--- src/rtl/mem_responder.sv ---
// mem_responder: turns single-cycle read/write request pulses from a control
// FSM into one-cycle SRAM access strobes and returns a one-cycle ready pulse
// per accepted request. Requests arriving while busy are dropped and recorded
// in a sticky overflow flag.
//
// Optional feature: define MEM_RESPONDER_IO_MAP_EN to compile in a
// memory-mapped I/O page (addr[15:8] == IO_BASE) that bypasses the SRAM.
//
// Handshake: memread/memwrite are accepted only when the FSM is IDLE. Each
// accepted request produces exactly one ready pulse. A request seen in any
// other state is dropped (no SRAM access, no ready) and sets ovf.
module mem_responder #(
  parameter int         RD_LAT  = 2,
  parameter logic [7:0] IO_BASE = 8'hFF
) (
  input  logic        clk,
  input  logic        reset,
  input  logic        memread,
  input  logic        memwrite,
  input  logic [15:0] addr,
  input  logic [15:0] wdata,
  output logic [15:0] rdata,
  output logic        ready,
  output logic        ovf,
  output logic [15:0] sram_addr,
  output logic [15:0] sram_wdata,
  output logic        sram_en,
  output logic        sram_we,
  input  logic [15:0] sram_rdata,
  input  logic [15:0] io_in,
  output logic [15:0] io_out,
  output logic [2:0]  o_dbg_state
);

  localparam logic [2:0] S_IDLE     = 3'd0;
  localparam logic [2:0] S_RD_ISSUE = 3'd1;
  localparam logic [2:0] S_RD_WAIT  = 3'd2;
  localparam logic [2:0] S_WR_ISSUE = 3'd3;
  localparam logic [2:0] S_DONE     = 3'd4;

  // Counter reload: RD_WAIT lasts RD_LAT cycles, counting RD_LAT-1 down to 0.
  localparam logic [2:0] LP_WAIT = 3'(RD_LAT - 1);

  logic [2:0]  r_state;
  logic [2:0]  r_cnt;
  logic [15:0] r_rdata;
  logic        r_ovf;
  logic [15:0] r_sram_addr;
  logic [15:0] r_sram_wdata;
  logic        w_req;
  logic        w_io_hit;

  assign w_req = memread | memwrite;

`ifdef MEM_RESPONDER_IO_MAP_EN
  logic [15:0] r_io_out;
  assign w_io_hit = (addr[15:8] == IO_BASE);
  assign io_out   = r_io_out;
`else
  logic w_unused_io;
  assign w_io_hit    = 1'b0;
  assign io_out      = 16'h0000;
  assign w_unused_io = ^{io_in, IO_BASE};
`endif

  // Main FSM: request acceptance, SRAM sequencing, read capture, overflow.
  always_ff @(posedge clk) begin
    if (reset) begin
      r_state      <= S_IDLE;
      r_cnt        <= 3'd0;
      r_rdata      <= 16'h0000;
      r_ovf        <= 1'b0;
      r_sram_addr  <= 16'h0000;
      r_sram_wdata <= 16'h0000;
`ifdef MEM_RESPONDER_IO_MAP_EN
      r_io_out     <= 16'h0000;
`endif
    end else begin
      if ((r_state != S_IDLE) && w_req) begin
        r_ovf <= 1'b1;
      end
      case (r_state)
        S_IDLE: begin
          // memwrite wins when both request lines are high.
          if (memwrite) begin
            if (w_io_hit) begin
`ifdef MEM_RESPONDER_IO_MAP_EN
              r_io_out <= wdata;
`endif
              r_state <= S_DONE;
            end else begin
              r_sram_addr  <= addr;
              r_sram_wdata <= wdata;
              r_state      <= S_WR_ISSUE;
            end
          end else if (memread) begin
            if (w_io_hit) begin
`ifdef MEM_RESPONDER_IO_MAP_EN
              r_rdata <= io_in;
`endif
              r_state <= S_DONE;
            end else begin
              r_sram_addr <= addr;
              r_state     <= S_RD_ISSUE;
            end
          end
        end
        S_RD_ISSUE: begin
          r_cnt   <= LP_WAIT;
          r_state <= S_RD_WAIT;
        end
        S_RD_WAIT: begin
          if (r_cnt == 3'd0) begin
            r_rdata <= sram_rdata;
            r_state <= S_DONE;
          end else begin
            r_cnt <= r_cnt - 3'd1;
          end
        end
        S_WR_ISSUE: r_state <= S_DONE;
        S_DONE:     r_state <= S_IDLE;
        default:    r_state <= S_IDLE;
      endcase
    end
  end

  // Strobes and ready decode straight from the state register, so each is
  // high for exactly the single cycle spent in the matching state.
  assign sram_en     = (r_state == S_RD_ISSUE) || (r_state == S_WR_ISSUE);
  assign sram_we     = (r_state == S_WR_ISSUE);
  assign ready       = (r_state == S_DONE);
  assign rdata       = r_rdata;
  assign ovf         = r_ovf;
  assign sram_addr   = r_sram_addr;
  assign sram_wdata  = r_sram_wdata;
  assign o_dbg_state = r_state;

endmodule

--- config.mk ---
export PLATFORM = sky130hd
export DESIGN_NAME = mem_responder
export DESIGN_NICKNAME = d
export VERILOG_FILES = /design/src/rtl/mem_responder.sv
export SDC_FILE = /design/constraint.sdc
export NUM_CORES = 1
export LEC_CHECK = 0
export ABC_AREA = 1
export CAP_MARGIN = 20
export CORE_MARGIN = 4
export CORE_UTILIZATION = 39
export DETAILED_ROUTE_END_ITERATION = 10
export GPL_TIMING_DRIVEN = 0
export PLACE_DENSITY = 0.84
export SETUP_SLACK_MARGIN = 0.5
export SLEW_MARGIN = 40
export SYNTH_ARGS = -nofsm -noshare
export SYNTH_HDL_FRONTEND = slang
export SYNTH_SLANG_ARGS = --single-unit
--- constraint.sdc ---
create_clock -name clk -period 2.75 [get_ports clk]
set_input_delay 0.55 -clock clk [delete_from_list [all_inputs] [get_ports clk]]
set_output_delay 0.55 -clock clk [all_outputs]
set_load 0.1 [all_outputs]
[Yosys cells after proc, flatten, opt, wreduce, memory -nomap -nowiden]
Cells that the tools add are included.
Storage, ports and cells
  register bits after elaboration: 55
  input bits: 68
  output and inout port bits: 71
  word-level logic and storage cells: 35
Cells by class
  add/subtract/negate cells: 1
  equality and inequality tests: 7
  mux-type cells: 8
  bitwise operators: 1
  reduce and logical (&&, ||, !) cells: 12
Operators with widths (number)
  $mux 16: 2
  $mux 3: 4
  $pmux 3 s4: 1
  $reduce_and 2->1: 5
  $eq 3x2->1 const B: 2
  $logic_not 3->1: 2
  $pmux 3 s2: 1
  $ne 2x2->1 const B: 2
  $reduce_bool 2->1: 2
  $eq 3x1->1 const B: 1
  $eq 3x3->1 const B: 1
  $ne 3x3->1 const B: 1
  $reduce_bool 3->1: 1
  $sub 3x1->3 const B: 1
  $logic_and 1x1->1: 1
  $logic_or 1x1->1: 1
  $or 1x1->1: 1

[Longest topological paths before layout]
Gate-level depths: netlist of the first run.
  depth after elaboration: 3
  depth in mapped cells: 9
  depth with buffers taken out: 9

[Worst setup path after synthesis of the first run]
OpenSTA, ideal clock, no wires.
  path type: register to output
  start point: reg r_state[2], in the netlist o_dbg_state[2]
  end point: out ready
  arrival time: 3.180 ns
  required time: 2.200 ns
  slack: -0.980 ns
  cell stages (with the launch flop): 3
  path buffers: 0
  cell sequence: dfxtp_1 -> inv_2 -> nor3_1
Between the ends
  longest elaborated chain between the ends: 1
RTL lines
  from (decl): RTL line 44  | logic [2:0] r_state;
  from (signal assigned): RTL line 69  | r_state <= S_IDLE;
  from (signal assigned): RTL line 90  | r_state <= S_DONE;
  from (signal assigned): RTL line 94  | r_state <= S_WR_ISSUE;
  $eq 3x3->1: RTL line 131  | assign ready = (r_state == S_DONE);
  to (decl): RTL line 23  | output logic ready,
Every way passes these cells.

[Worst setup path in the final report of the first run]
  start point: reg r_state[0], in the netlist o_dbg_state[0]
  end point: out sram_we
Between the ends
  longest elaborated chain between the ends: 1
RTL lines
  $eq 3x2->1: RTL line 130  | assign sram_we = (r_state == S_WR_ISSUE);
  to (decl): RTL line 28  | output logic sram_we,
Every way passes these cells.

==> results of run 1 <==
synthesized netlist by cell type, drive strengths merged:
master,number,share of area
dfxtp,55,0.49
nor2,44,0.075
nand2,40,0.077
nand3,37,0.083
a21oi,33,0.074
buf,23,0.086
o21ai,17,0.038
inv,12,0.020
clkbuf,8,0.017
ha,2,0.011
nor3,2,0.0095
a31oi,1,0.0095
conb,1,0.0017
nand3b,1,0.0034
worst reg2reg max path: cells and delay by family, from the launching register on:
family	cells	cell delay, ns
buffers and inverters	2	0.36
adder cells (fa/ha/maj)	2	0.41
flip-flops	1	0.34
AND/OR/NAND/NOR	2	0.23
AO/OA/AOI/OAI	1	0.17
report_power, final:
part,switching [mW],internal [mW]
clock network,0.245,0.230
registers,0.0644,0.912
logic,1.22,0.317
layout make-up:
| cell class | instances | area (um2) | share of cell area |
|---|---|---|---|
| sequential | 55 | 1105 | 0.3366 |
| multi-input combinational | 193 | 937.1 | 0.2856 |
| timing repair buffer | 105 | 775.7 | 0.2364 |
| buffer | 31 | 229.0 | 0.06977 |
| clock buffer | 8 | 100.1 | 0.03050 |
| tap | 72 | 90.09 | 0.02745 |
| inverter | 12 | 45.04 | 0.01372 |
per-layer routing:
layer / vias to the layer above / wire, um / global-route usage
met5: - / 0 / 0
met4: 0 / 69 / 0.05263
met3: 8 / 544 / 0.05923
met2: 88 / 2654 / 0.2733
met1: 963 / 2519 / 0.1902
li1: 1120 / - / -
sequential cells by signal (all words and copies together) (netlist names):
register / flops
rdata: 16
sram_addr: 16
sram_wdata: 16
o_dbg_state: 3
r_cnt: 3
ovf: 1
worst max-delay path by stage:
| stage | startpoint | end | slack [ns] | cells past startpoint |
|---|---|---|---|---|
| floorplan | o_dbg_state[2] | ready | 0.60 | 2 |
| global placement | o_dbg_state[0] | sram_we | 0.38 | 3 |
| detailed placement | reset | sram_wdata[4] | 0.58 | 4 |
| CTS | o_dbg_state[0] | sram_we | 0.74 | 3 |
| global route | o_dbg_state[0] | sram_we | 0.71 | 3 |
| finish | o_dbg_state[0] | sram_we | 0.76 | 3 |
metrics by stage:
step,hold slack (ns),worst slack [ns]
after floorplan,0.4550,0.5959
after global placement,0.4468,0.3781
after detailed placement,0.4473,0.5776
after CTS,0.4620,0.7431
after global routing,0.4782,0.7066
final,0.4614,0.7591
cell families after synthesis:
| group | Yosys count | synth area share |
|---|---|---|
| other | 1 | 0.001682 |
| buffers and inverters | 43 | 0.1229 |
| AND/OR/NAND/NOR | 124 | 0.2486 |
| flip-flops | 55 | 0.4938 |
| AO/OA/AOI/OAI | 51 | 0.1218 |
| adder cells (fa/ha/maj) | 2 | 0.01122 |
==> impl_metrics.toml, run 1 <==
[status]
status = "finished, final reports clean"

[hold_path]
min_path_type = "reg2reg"
min_path_cells = 2
hold_end = "sram_wdata[9]"
hold_start = "sram_wdata[9]"

[critical_path]
critical_path.max_stage_delay_ns = 0.43
crit_required_ns = 2.20
worst_setup_path_start_kind = "flip-flop"
reg2reg_from = "r_cnt[0]"
r2r_cells = 7
crit_fanout = 6
cp_slowest_cell = "dfxtp_2"
path_delay_family = "buffers and inverters"
path_cells = "inv_1 > nor2_4 > buf_2"
rr_endpoint = "rdata[8]"
rrSetupSlack_ns = 1.18
cp_num_buf_inv = 2
cp-end-kind = "primary output"
critPathKind = "reg2out"
crit_arrival_ns = 1.44

[placement]
place_congestion = 0.8129
placed_area_um2 = 3182
hpwl_mm = 4.533
placedCellCount = 468
portBuffers = 105

[yosys]
synth_warnings = 0
syn_area_per_cell_um2 = 8.078
syn_inst = 276
ys_seq_elements = 55
syn-cell-area_um2 = 2230
ys_seq_area_frac = 0.4938
synth_cell_type_count = 20

[floorplanning]
die_w_um = 83.61
ios = 139
std_cell_rows = 27
die_area_um2 = 6991
fp.dieH_um = 83.61
start_util = 0.4024
coreArea_um2 = 5540

[timing]
fin_skew_ns = 0.008141
worstMarginPinSlew_ns = 0.5355
slew_headroom = 0.6418
post-route-period-util = 0.7239
slew_viol_final = 0
grt_setup_unrepaired = "false"
hold_viol_final = 0
timing.fmax_mhz = 502.3
setup_violations = 0
setup_tns_ns = 0
post-route-min-period_ns = 1.991

[grt]
grt_pass1_vias = 2122
grt_overflow = 0
grt_max_degree = 16
antenna_found_initial = 0
grt_usage = 0.1620
grt_pass1_wl_mm = 9.459

[cells_and_area]
fin_util = 0.5924
drive_gt1_frac = 0.2550
final_cell_mix = "buf_2, dfxtp_1, clkdlybuf4s50_1"
fillers = 540
final_area_um2 = 3282
diodes = 0
area_growth_pct = 47.19
nets = 473
final_common_cell = "buf_2"
fin_cells = 476

[clocking]
cts_setup_buffers = 0
hold_buffers = 0
cts.reportedPaths.clkPinSlew_ns = 0.09
h-tree-depth = 2
cts_max_path_buffers = 2
clock_sinks = 55
root_buffer = "clkbuf_8"
cts_buffers = 5
cts_tree = "done"
insertion_delay_ns = 0.30
cts_resized = 0

[route]
post_drt_via_cell_ratio = 4.578
totalWireLength_mm = 5.787
drt_iter0_markers = 68
post-route-drc-count = 0
vias = 2179
dr.pass1.iters = 4
ant_nets = 0
routedWlPerCell_um = 12.16

[power_and_ir_drop]
leakage_nw = 1.500
power_mw = 2.986
power_density_nw_per_um2 = 909.9
worst_ir_drop_vdd_mv = 0.4117

[flow_run]
maxCapViolations = 0
No activity file was read; power rests on OpenSTA's default activity.
==> inputs of run 2 (changes only) <==
--- a/config.mk
+++ b/config.mk
@@ -8,10 +8,10 @@
 export ABC_AREA = 1
 export CAP_MARGIN = 20
 export CORE_MARGIN = 4
-export CORE_UTILIZATION = 39
+export CORE_UTILIZATION = 37
 export DETAILED_ROUTE_END_ITERATION = 10
 export GPL_TIMING_DRIVEN = 0
-export PLACE_DENSITY = 0.84
+export PLACE_DENSITY = 0.81
 export SETUP_SLACK_MARGIN = 0.5
 export SLEW_MARGIN = 40
 export SYNTH_ARGS = -nofsm -noshare
==> constraint.sdc (replaced) <==
create_clock -name clk -period 2.06 [get_ports clk]
set_input_delay 0.412 -clock clk [delete_from_list [all_inputs] [get_ports clk]]
set_output_delay 0.412 -clock clk [all_outputs]
set_load 0.1 [all_outputs]
==> run 2 against run 1 <==
  * Flip-flop and latch count is the same
  * Final area grew 3.7%
  * Clock skew shrank 0.0051 ns
  * Count of clock-buffer cells in the layout shrank 1
  * Total power grew 38%
  * First-iteration DRC count grew 26%
  * Critical endpoint is now ready
  * Highest routed layer unchanged
==> impl_metrics.toml, run 2 (synthesized netlist as in run 1, its figures left out) <==
[status]
status = "finished, final reports clean"

[critical_path]
worst_setup_path_start_kind = "flip-flop"
crit_arrival_ns = 1.13
cp-end-kind = "primary output"
cp_slowest_cell = "dfxtp_4"
path_cells = "nor3_4 > buf_12"
crit_required_ns = 1.65
rrSetupSlack_ns = 0.61
cp_num_buf_inv = 1
path_delay_family = "flip-flops"
crit_fanout = 6
critPathKind = "reg2out"
r2r_cells = 8
reg2reg_from = "r_cnt[0]"
rr_endpoint = "rdata[15]"
critical_path.max_stage_delay_ns = 0.40

[route]
ant_nets = 0
dr.pass1.iters = 4
routedWlPerCell_um = 12.48
drt_iter0_markers = 86
totalWireLength_mm = 6.004
post_drt_via_cell_ratio = 4.597
vias = 2211
post-route-drc-count = 0

[timing]
setup_tns_ns = 0
hold_viol_final = 0
fin_skew_ns = 0.003035
finalWorstSetupSlack_ns = 0.5185
slew_viol_final = 0
post-route-min-period_ns = 1.542
post-route-period-util = 0.7483
timing.fmax_mhz = 648.7
setup_violations = 0
slew_headroom = 0.6531
worstMarginPinSlew_ns = 0.5240
hold_ws_ns = 0.4356
grt_setup_unrepaired = "true"

[grt]
grt_pass1_vias = 2029
antenna_found_initial = 0
grt_overflow = 0
grt_max_degree = 17
grt_usage = 0.1581
grt_pass1_wl_mm = 9.384

[hold_path]
hold_start = "memwrite"
min_path_cells = 3
hold_end = "sram_wdata[3]"
min_path_type = "in2reg"

[cells_and_area]
final_cell_mix = "dfxtp_1, clkdlybuf4s50_1, buf_2"
fillers = 536
final_common_cell = "dfxtp_1"
area_growth_pct = 52.58
drive_gt1_frac = 0.2808
diodes = 0
nets = 475

[floorplanning]
std_cell_rows = 28
die_w_um = 85.63
fp.dieH_um = 85.63
start_util = 0.3788
coreArea_um2 = 5886
die_area_um2 = 7332
ios = 139

[clocking]
cts_max_path_buffers = 2
cts_tree = "done"
clock_sinks = 55
root_buffer = "clkbuf_8"
cts.reportedPaths.clkPinSlew_ns = 0.09
h-tree-depth = 2
insertion_delay_ns = 0.30
hold_buffers = 0
cts_buffers = 5

[power_and_ir_drop]
power_switching_mw = 2.069
p_clk_frac = 0.166
worst_ir_drop_vdd_mv = 0.5522
p_int_mw = 2.043
pwr-share-comb = 0.517
seqPwrFrac = 0.318
power_density_nw_per_um2 = 1209
leakage_nw = 1.549
sw_frac_of_total = 0.5032

[placement]
portBuffers = 105
place_congestion = 0.7961
pre_cts_ws_ns = -0.004701
hpwl_mm = 4.600

[flow_run]
maxCapViolations = 0
## run 2: changes by cell type in the layout (fill, tap and decap cells not counted), moves of 2 or more
cell | previous run | this run
clkbuf_1 | 7 | 1
buf_2 | 55 | 50
buf_4 | 18 | 20
buf_12 | 0 | 4
dfxtp_4 | 0 | 3
clkbuf_2 | 0 | 5
inv_4 | 0 | 2
dfxtp_2 | 3 | 0
## run 2: how the worst max path moves through the flow
| stage | from | endpoint | cells after the start |
|---|---|---|---|
| global placement | o_dbg_state[2] | sram_we | 4 |
| floorplan | o_dbg_state[2] | ready | 2 |
| global route | o_dbg_state[0] | ready | 2 |
| detailed placement | reset | r_cnt[2] | 4 |
| finish | o_dbg_state[0] | ready | 2 |
| CTS | o_dbg_state[2] | sram_we | 4 |
## run 2: power by group through the flow
| stage | sequential (mW) | clock (mW) | combinational (mW) |
|---|---|---|---|
| after CTS | 1.31 | 0.706 | 2.11 |
| after global placement | 1.33 | 0 | 2.18 |
| after detailed placement | 1.34 | 0 | 2.06 |
| after global routing | 1.33 | 0.740 | 2.23 |
| after floorplan | 2.35 | 0 | 0.683 |
| final | 1.31 | 0.681 | 2.12 |
## run 2: tightest hold or removal path, stage by stage
cell and delay [ns]:
buf_4 0.15, nand3_1 0.08, a21oi_1 0.06
## run 2: timing repair
action / in CTS / in global routing
setup endpoints to repair: 36 / 19
setup buffers: 2 / 0
pin swaps: 0 / 1
resized for setup: 11 / 12
## run 2: layout make-up
type                    count  area, um2  area share
plain buffers              31      235.2     0.06914
clock buffers               7      107.6     0.03163
clock inverters             1      5.005    0.001471
inverters                  12      50.05     0.01471
multi-input cells         193      944.7      0.2777
flip-flops and latches     55       1112      0.3270
well taps                  75      93.84     0.02758
repair buffers            107      853.3      0.2508
## run 2: per-stage QoR
stage	std cells	total power [mW]	area (um2)	util
global placement	471	3.508	3473	0.5901
finish	481	4.112	3402	0.5780
floorplan	291	3.028	2328	-
detailed placement	471	3.392	3198	0.5434
CTS	481	4.123	3368	0.5723
global route	481	4.296	3402	0.5780
## run 2: per-layer routing
metal | routed length (um) | track usage
met1 | 2484 | 0.1865
met2 | 2832 | 0.2719
met3 | 622 | 0.05860
met4 | 65 | 0.03885
met5 | 0 | 0
